### config.mk
export PLATFORM = sky130hd
export DESIGN_NAME = baccarat_round_ctrl
export DESIGN_NICKNAME = d
export VERILOG_FILES = /design/src/rtl/baccarat_round_ctrl.sv
export SDC_FILE = /design/constraint.sdc
export NUM_CORES = 1
export LEC_CHECK = 0
export ABC_AREA = 1
export BUFFER_PORTS_ARGS = -buffer_cell sky130_fd_sc_hd__buf_2
export CAP_MARGIN = 5
export CORE_AREA = 2 2 85 95
export DETAILED_ROUTE_END_ITERATION = 16
export DIE_AREA = 0 0 87 97
export PLACE_DENSITY = 0.66
export SYNTH_ARGS = -nofsm -noshare
export SYNTH_HDL_FRONTEND = slang
export SYNTH_SLANG_ARGS = --single-unit
### constraint.sdc
create_clock -name slow_clock -period 2.01 [get_ports slow_clock]
set_input_delay 0.201 -clock slow_clock [delete_from_list [all_inputs] [get_ports slow_clock]]
set_output_delay 0.201 -clock slow_clock [all_outputs]
set_load 0.03 [all_outputs]
### src/rtl/baccarat_round_ctrl.sv
// rtl/baccarat_round_ctrl.sv - baccarat round sequencer with card handshake and saturating tallies
//
// Ports:
//   slow_clock        rising-edge clock
//   reset             asynchronous active-high reset
//   start             begin a round (only looked at in IDLE)
//   card_valid        card source has a card this cycle
//   pscore, dscore    player / dealer hand score mod 10 from the datapath
//   pcard3            player third-card value, valid after the P3 load
//   card_req          high in every draw state
//   load_card         one-hot load strobe [0]=p1 [1]=d1 [2]=p2 [3]=d2 [4]=p3 [5]=d3
//   player_win_light  player won or tie
//   dealer_win_light  dealer won or tie
//   round_done        one-cycle pulse on entry to HOLD
//   busy              high outside IDLE
//   player_wins, dealer_wins, ties, rounds   saturating tallies (CNT_W bits)

module baccarat_round_ctrl #(
   parameter int CNT_W       = 8,
   parameter int HOLD_CYCLES = 4,
   parameter int AUTO_NEXT   = 0
) (
   input  logic             slow_clock,
   input  logic             reset,
   input  logic             start,
   input  logic             card_valid,
   input  logic [3:0]       pscore,
   input  logic [3:0]       dscore,
   input  logic [3:0]       pcard3,
   output logic             card_req,
   output logic [5:0]       load_card,
   output logic             player_win_light,
   output logic             dealer_win_light,
   output logic             round_done,
   output logic             busy,
   output logic [CNT_W-1:0] player_wins,
   output logic [CNT_W-1:0] dealer_wins,
   output logic [CNT_W-1:0] ties,
   output logic [CNT_W-1:0] rounds
);

   typedef enum logic [3:0] {
      S_IDLE,
      S_DRAW,
      S_SETTLE,
      S_DECIDE_P,
      S_DRAW_P3,
      S_SETTLE_P3,
      S_DECIDE_D,
      S_DRAW_D3,
      S_SETTLE_D3,
      S_RESULT,
      S_HOLD
   } state_t;

   localparam logic [7:0] HOLD_LAST = 8'(HOLD_CYCLES - 1);

   state_t     state;
   state_t     state_next;
   logic [1:0] k;
   logic [7:0] hold_cnt;
   logic       hold_done;
   logic       restart;
   logic       natural;
   logic       dealer_draws;

   function automatic logic [CNT_W-1:0] sat_inc(input logic [CNT_W-1:0] v);
      return (v == {CNT_W{1'b1}}) ? v : v + CNT_W'(1);
   endfunction

   assign hold_done = (hold_cnt == HOLD_LAST);
   assign restart   = hold_done && (AUTO_NEXT != 0);

   // Scores above 9 also land here, so out-of-range hands stand without drawing.
   assign natural = (pscore >= 4'd8) || (dscore >= 4'd8);

   // Dealer third-card rule, keyed on dealer score and the player's third card.
   always_comb begin
      dealer_draws = 1'b0;
      case (dscore)
         4'd0, 4'd1, 4'd2: dealer_draws = 1'b1;
         4'd3:             dealer_draws = (pcard3 != 4'd8);
         4'd4:             dealer_draws = (pcard3 >= 4'd2) && (pcard3 <= 4'd7);
         4'd5:             dealer_draws = (pcard3 >= 4'd4) && (pcard3 <= 4'd7);
         4'd6:             dealer_draws = (pcard3 >= 4'd6) && (pcard3 <= 4'd7);
         default:          dealer_draws = 1'b0;
      endcase
   end

   // State register
   always_ff @(posedge slow_clock or posedge reset) begin
      if (reset) begin
         state <= S_IDLE;
      end else begin
         state <= state_next;
      end
   end

   // Next-state logic
   always_comb begin
      state_next = state;
      case (state)
         S_IDLE:      if (start) state_next = S_DRAW;
         S_DRAW:      if (card_valid) state_next = S_SETTLE;
         S_SETTLE:    state_next = (k == 2'd3) ? S_DECIDE_P : S_DRAW;
         S_DECIDE_P: begin
            if (natural)
               state_next = S_RESULT;
            else if (pscore <= 4'd5)
               state_next = S_DRAW_P3;
            else if (dscore <= 4'd5)
               state_next = S_DRAW_D3;
            else
               state_next = S_RESULT;
         end
         S_DRAW_P3:   if (card_valid) state_next = S_SETTLE_P3;
         S_SETTLE_P3: state_next = S_DECIDE_D;
         S_DECIDE_D:  state_next = dealer_draws ? S_DRAW_D3 : S_RESULT;
         S_DRAW_D3:   if (card_valid) state_next = S_SETTLE_D3;
         S_SETTLE_D3: state_next = S_RESULT;
         S_RESULT:    state_next = S_HOLD;
         S_HOLD: begin
            if (hold_done) state_next = (AUTO_NEXT != 0) ? S_DRAW : S_IDLE;
         end
         default:     state_next = S_IDLE;
      endcase
   end

   // Outputs: strobes are combinational so a load lasts exactly the handshake cycle.
   always_comb begin
      card_req   = 1'b0;
      load_card  = 6'b000000;
      round_done = 1'b0;
      busy       = (state != S_IDLE);
      case (state)
         S_DRAW: begin
            card_req       = 1'b1;
            load_card[3:0] = card_valid ? (4'b0001 << k) : 4'b0000;
         end
         S_DRAW_P3: begin
            card_req     = 1'b1;
            load_card[4] = card_valid;
         end
         S_DRAW_D3: begin
            card_req     = 1'b1;
            load_card[5] = card_valid;
         end
         S_HOLD:  round_done = (hold_cnt == 8'd0);
         default: ;
      endcase
   end

   // Deal index, hold timer, lights and tallies
   always_ff @(posedge slow_clock or posedge reset) begin
      if (reset) begin
         k                <= 2'd0;
         hold_cnt         <= 8'd0;
         player_win_light <= 1'b0;
         dealer_win_light <= 1'b0;
         player_wins      <= '0;
         dealer_wins      <= '0;
         ties             <= '0;
         rounds           <= '0;
      end else begin
         case (state)
            S_IDLE: begin
               k <= 2'd0;
               if (start) begin
                  player_win_light <= 1'b0;
                  dealer_win_light <= 1'b0;
               end
            end
            S_SETTLE: begin
               if (k != 2'd3) k <= k + 2'd1;
            end
            S_RESULT: begin
               hold_cnt         <= 8'd0;
               player_win_light <= (pscore >= dscore);
               dealer_win_light <= (dscore >= pscore);
               rounds           <= sat_inc(rounds);
               if (pscore > dscore)
                  player_wins <= sat_inc(player_wins);
               else if (pscore < dscore)
                  dealer_wins <= sat_inc(dealer_wins);
               else
                  ties <= sat_inc(ties);
            end
            S_HOLD: begin
               k        <= 2'd0;
               hold_cnt <= hold_cnt + 8'd1;
               if (restart) begin
                  player_win_light <= 1'b0;
                  dealer_win_light <= 1'b0;
               end
            end
            default: ;
         endcase
      end
   end

endmodule

### Yosys cells after proc, flatten, opt, wreduce, memory -nomap -nowiden

Cells that the tools add are included.

| storage, ports and cells | value |
|---|---|
| input bits | 16 |
| output and inout port bits | 43 |
| bits in registers | 48 |
| word-level logic and storage cells | 109 |

| cells by class | value |
|---|---|
| multiplexer cells | 24 |
| shifts and indexed selects | 1 |
| magnitude comparators | 12 |
| $add $sub $neg | 6 |
| eq/ne operators | 30 |
| bitwise logic cells | 6 |
| reduce and logical (&&, ||, !) cells | 21 |

Operators with widths:

| operator | count |
|---|---|
| two-way mux 4 bit | 11 |
| case mux 4 bit (11 select lines) | 1 |
| adder 8 x 1 -> 8 bit (second input constant) | 5 |
| equality test 8 bit (second input constant) | 4 |
| equality test 4 x 3 -> 1 bit (second input constant) | 7 |
| equality test 4 x 2 -> 1 bit (second input constant) | 4 |
| case mux 8 bit (2 select lines) | 1 |
| inequality test 2 bit (second input constant) | 7 |
| equality test 4 bit (second input constant) | 3 |
| less-or-equal comparator 4 x 3 -> 1 bit (second input constant) | 3 |
| equality test 4 x 1 -> 1 bit (second input constant) | 2 |
| equality test 8 x 2 -> 1 bit (second input constant) | 1 |
| greater-or-equal comparator 4 x 3 -> 1 bit (second input constant) | 2 |
| greater-or-equal comparator 4 bit | 2 |
| greater-or-equal comparator 4 bit (second input constant) | 2 |
| logical NOT 4 bit | 2 |
| logical NOT 8 bit | 1 |
| AND reduction 4 bit | 2 |
| NOT 1 bit | 6 |
| AND reduction 2 bit | 3 |
| nonzero test 2 bit | 3 |
| OR reduction 3 bit | 2 |
| two-way mux 1 bit | 5 |
| case mux 1 bit (5 select lines) | 1 |
| other kinds (16) | 20 |

### Longest topological paths before layout

| depth | value |
|---|---|
| depth after elaboration | 5 |
| gate-level depth with buffers | 11 |
| gate-level depth less buffers | 11 |

### Worst setup path before layout

Ideal clock, no wire load.

| path | value |
|---|---|
| path type | register to output |
| from | register state[2] |
| to | output round_done |
| cell stages (with the launch flop) | 6 |
| arrival time | 1.799 ns |
| required time | 1.809 ns |
| buffers on the path | 0 |
| slack | 0.010 ns |
| cell sequence | dfrtp_1 -> nor2_4 -> inv_2 -> nor2_4 -> nand2_1 -> nor4_1 |

| between the ends | value |
|---|---|
| longest elaborated chain between the ends | 2 |

Ends and longest elaborated chain:

| element | RTL line | text |
|---|---|---|
| from (decl) | 58 | `state_t state;` |
| from (signal assigned) | 95 | `state <= state_next;` |
| equality test 4 bit | 135 | `case (state)` |
| two-way mux 1 bit | 135 |  |
| to (decl) | 34 | `output logic round_done,` |

No other way between the ends.

### Final worst setup path

| path | value |
|---|---|
| from | register state[1] |
| to | output round_done |

Same word-level chain as after synthesis.

==> summary.txt <==
Period utilization -> 0.911
Initial antenna violation count -> 0
Most frequent cell after synthesis -> nand2_1
Logic pwr share -> 0.444
Diode count -> 0
Req. time, crit path -> 1.81 ns
Max-Cap Viols -> 0
Post-synth top area share -> 0.394
Number of distinct library cells after synthesis -> 29
Number of iterations in the first detailed-routing pass -> 4
Synth Register Bits -> 48
Number of routed nets with antenna violations -> 0
Largest net degree at the start of global routing -> 26
Clock Skew -> 0.0113 ns
Die area -> 0.00844 mm²
Clock power frac -> 0.162
First-pass GRT wire length -> 10.8 mm
Clock Tree Buf Depth -> 2
Syn nets -> 427
Grt ovf -> 0
Worst Setup Start Kind -> flop
Layout cell share with drive strength beyond 1 -> 0.209
Slew Limit Headroom -> 0.647
Height of the die -> 97 µm
Hpwl dp -> 4.98 mm
Worst slew pin tran -> 0.529 ns
Top-Level Pins -> 59
Vias -> 2659
Int Pwr -> 1890 µW
Tmin final -> 1.83 ns
Proportion of power drawn by flip-flops and latches -> 0.393
CTS root buf -> clkbuf_8
Site Rows -> 33
IO buf count -> 58
DRC violations left -> 0
Total track usage -> 0.156
Worst-Skew Late Latency -> 0.30 ns
Post-synthesis cell count -> 397
Initial Util -> 0.412
TritonCTS Buffers -> 5
RSZ-0062 raised after global routing -> false
Asr flop ratio synth -> 1.00
Outcome -> finished, final reports clean
WL/cell -> 11.6 µm
H-tree levels -> 2
Syn Area/Cell -> 7.68 µm²
Crit-path max FO -> 9
Finish-stage setup viols -> 0
Multi-input logic area -> 0.00165 mm²
Critical Path AT -> 1.63 ns
Largest area contributor in the netlist -> dfrtp_1
Setup TNS -> 0 ns
LEAKAGE -> 0.00193 µW
Max-slew violations -> 0
Core Area -> 0.00739 mm²
Commonest cells in the netlist -> 131 x nand2_1, 48 x dfrtp_1, 41 x inv_1
P_sw -> 1620 µW
Die W -> 87 µm
Area contributors post-synth -> dfrtp_1 39%, nand2_1 16%, ha_1 5.7%, inv_1 5.0%, xor2_1 4.3%
Post-route cell area -> 0.00356 mm²
Synthesis-to-layout area growth -> 16.7%
# Post-CTS Setup Buffers -> 0
Starting DRT DRC Count -> 113
Tot Pwr -> 3510 µW
FF/Latch Area -> 0.00120 mm²
Final net count -> 494
Number of global-route vias before repair -> 2499
Routability Congestion -> 0.860
Hold Crit Class -> in -> reg
CP cell instances -> nand2_2, nor2_4, nand2_1, nor4_1, buf_2
Mapped cell area -> 0.00305 mm²
Pwr dens -> 987 mW/mm²
Dpl cell area -> 0.00346 mm²
CP max stage delay -> 0.56 ns
Peak supply drop -> 0.000350 V
DR vias/cell -> 4.82
Final WL -> 6.41 mm
Register area share after synthesis -> 0.394
Fillers -> 733
CTS tree -> built
Clock slew at reported path FFs -> 0.08 ns
Setup CP Type -> reg -> out
Slowest CP cell -> dfrtp_1
Ys flop type -> dfrtp_1
Synth warnings -> 0
Max Freq -> 546 MHz
Clock sinks -> 48
Post-synth EDFFs -> 0
Final Hold Viols -> 0
Sw Ratio -> 0.462
Setup crit end kind -> output pin
==> power groups by stage <==
stage / Combinational (µW) / Sequential (µW) / Clock, µW
after floorplan: 970 / 1590 / 0
after global placement: 1540 / 1390 / 0
after detailed placement: 1560 / 1400 / 0
after CTS: 1580 / 1380 / 598
after global routing: 1740 / 1420 / 624
final: 1560 / 1380 / 570
==> critical path: cells and delay by family (launching register included) <==
kind | cells | cell delay [ns]
flops | 1 | 0.56
simple gates | 4 | 0.53
buf+inv | 1 | 0.25
==> path summary, 6_finish.rpt <==
kind / start / endpoint / slack, ns / cells past startpoint
max: state[1] / round_done / 0.18 / 5
min: card_valid / state[2] / 0.19 / 4
max reg2reg: state[3] / k[1] / 0.44 / 9
min reg2reg: hold_cnt[6] / hold_cnt[6] / 0.50 / 1
max in group asynchronous: reset / rounds[3] / 1.01 / 4
min in group asynchronous: reset / ties[0] / 0.47 / 3
==> final cells by class <==
class / count / area share
clock buffers: 5 / 0.0193
inverters: 45 / 0.0489
multi-input cells: 302 / 0.464
repair buffers: 62 / 0.0943
flip-flops and latches: 48 / 0.338
clock inverters: 3 / 0.00528
well taps: 87 / 0.0306
==> per-stage QoR <==
step            util  std cells  hold WS, ns  setup slack (ns)
2_1_floorplan      -        397        0.342            0.0103
3_5_place_dp   0.468        543        0.281             0.280
3_3_place_gp   0.468        543        0.271             0.344
6_report       0.481        552        0.188             0.179
5_1_grt        0.481        552        0.220            0.0420
4_1_cts        0.481        552        0.188             0.146
==> logic make-up (layout without fill, tap and decap cells) <==
kind of cell    count (synthesis)  count (layout)  share of synthesized area
buf+inv                        47             115                     0.0645
compound gates                 38              38                     0.0755
xor+xnor                       26              26                     0.0747
simple gates                  224             224                      0.334
fa+ha+maj                      14              14                     0.0575
flops                          48              48                      0.394
==> layout by cell type (no fill, tap or decap), types with 4 or more instances in the layout <==
cell type | netlist | layout
dfrtp_1 | 48 | 48
a21oi_1 | 12 | 12
nor3_1 | 8 | 8
nand4_1 | 4 | 4
nand2_1 | 131 | 131
xnor2_1 | 11 | 11
nand3_1 | 26 | 26
inv_2 | 3 | 4
ha_1 | 14 | 14
o21ai_0 | 13 | 13
nor2_4 | 6 | 6
clkbuf_8 | 0 | 5
nor2_1 | 34 | 34
o21ai_2 | 5 | 5
inv_1 | 41 | 40
buf_2 | 0 | 58
xor2_1 | 15 | 15
==> sequential cells by signal, summed over array words and instances, names as in the netlist <==
name / flops
rounds: 8
state: 4
dealer_win_light: 1
ties: 8
dealer_wins: 8
k: 2
hold_cnt: 8
player_win_light: 1
player_wins: 8
==> metal layers <==
metal	vias to the layer above	part of all wire	GRT usage
li1	1397	-	-
met1	1204	0.46	0.200
met2	51	0.49	0.262
met3	7	0.034	0.0247
met4	0	0.016	0.0517
met5	-	0	0
==> what timing repair did <==
item | in CTS | in global routing
hold buffers | 1 | 0
setup endpoints to repair | 0 | 0
resized for setup | 0 | 0
endpoints found under the hold margin | 23 | 0
Note: power is estimated with default switching activity, not from simulation.
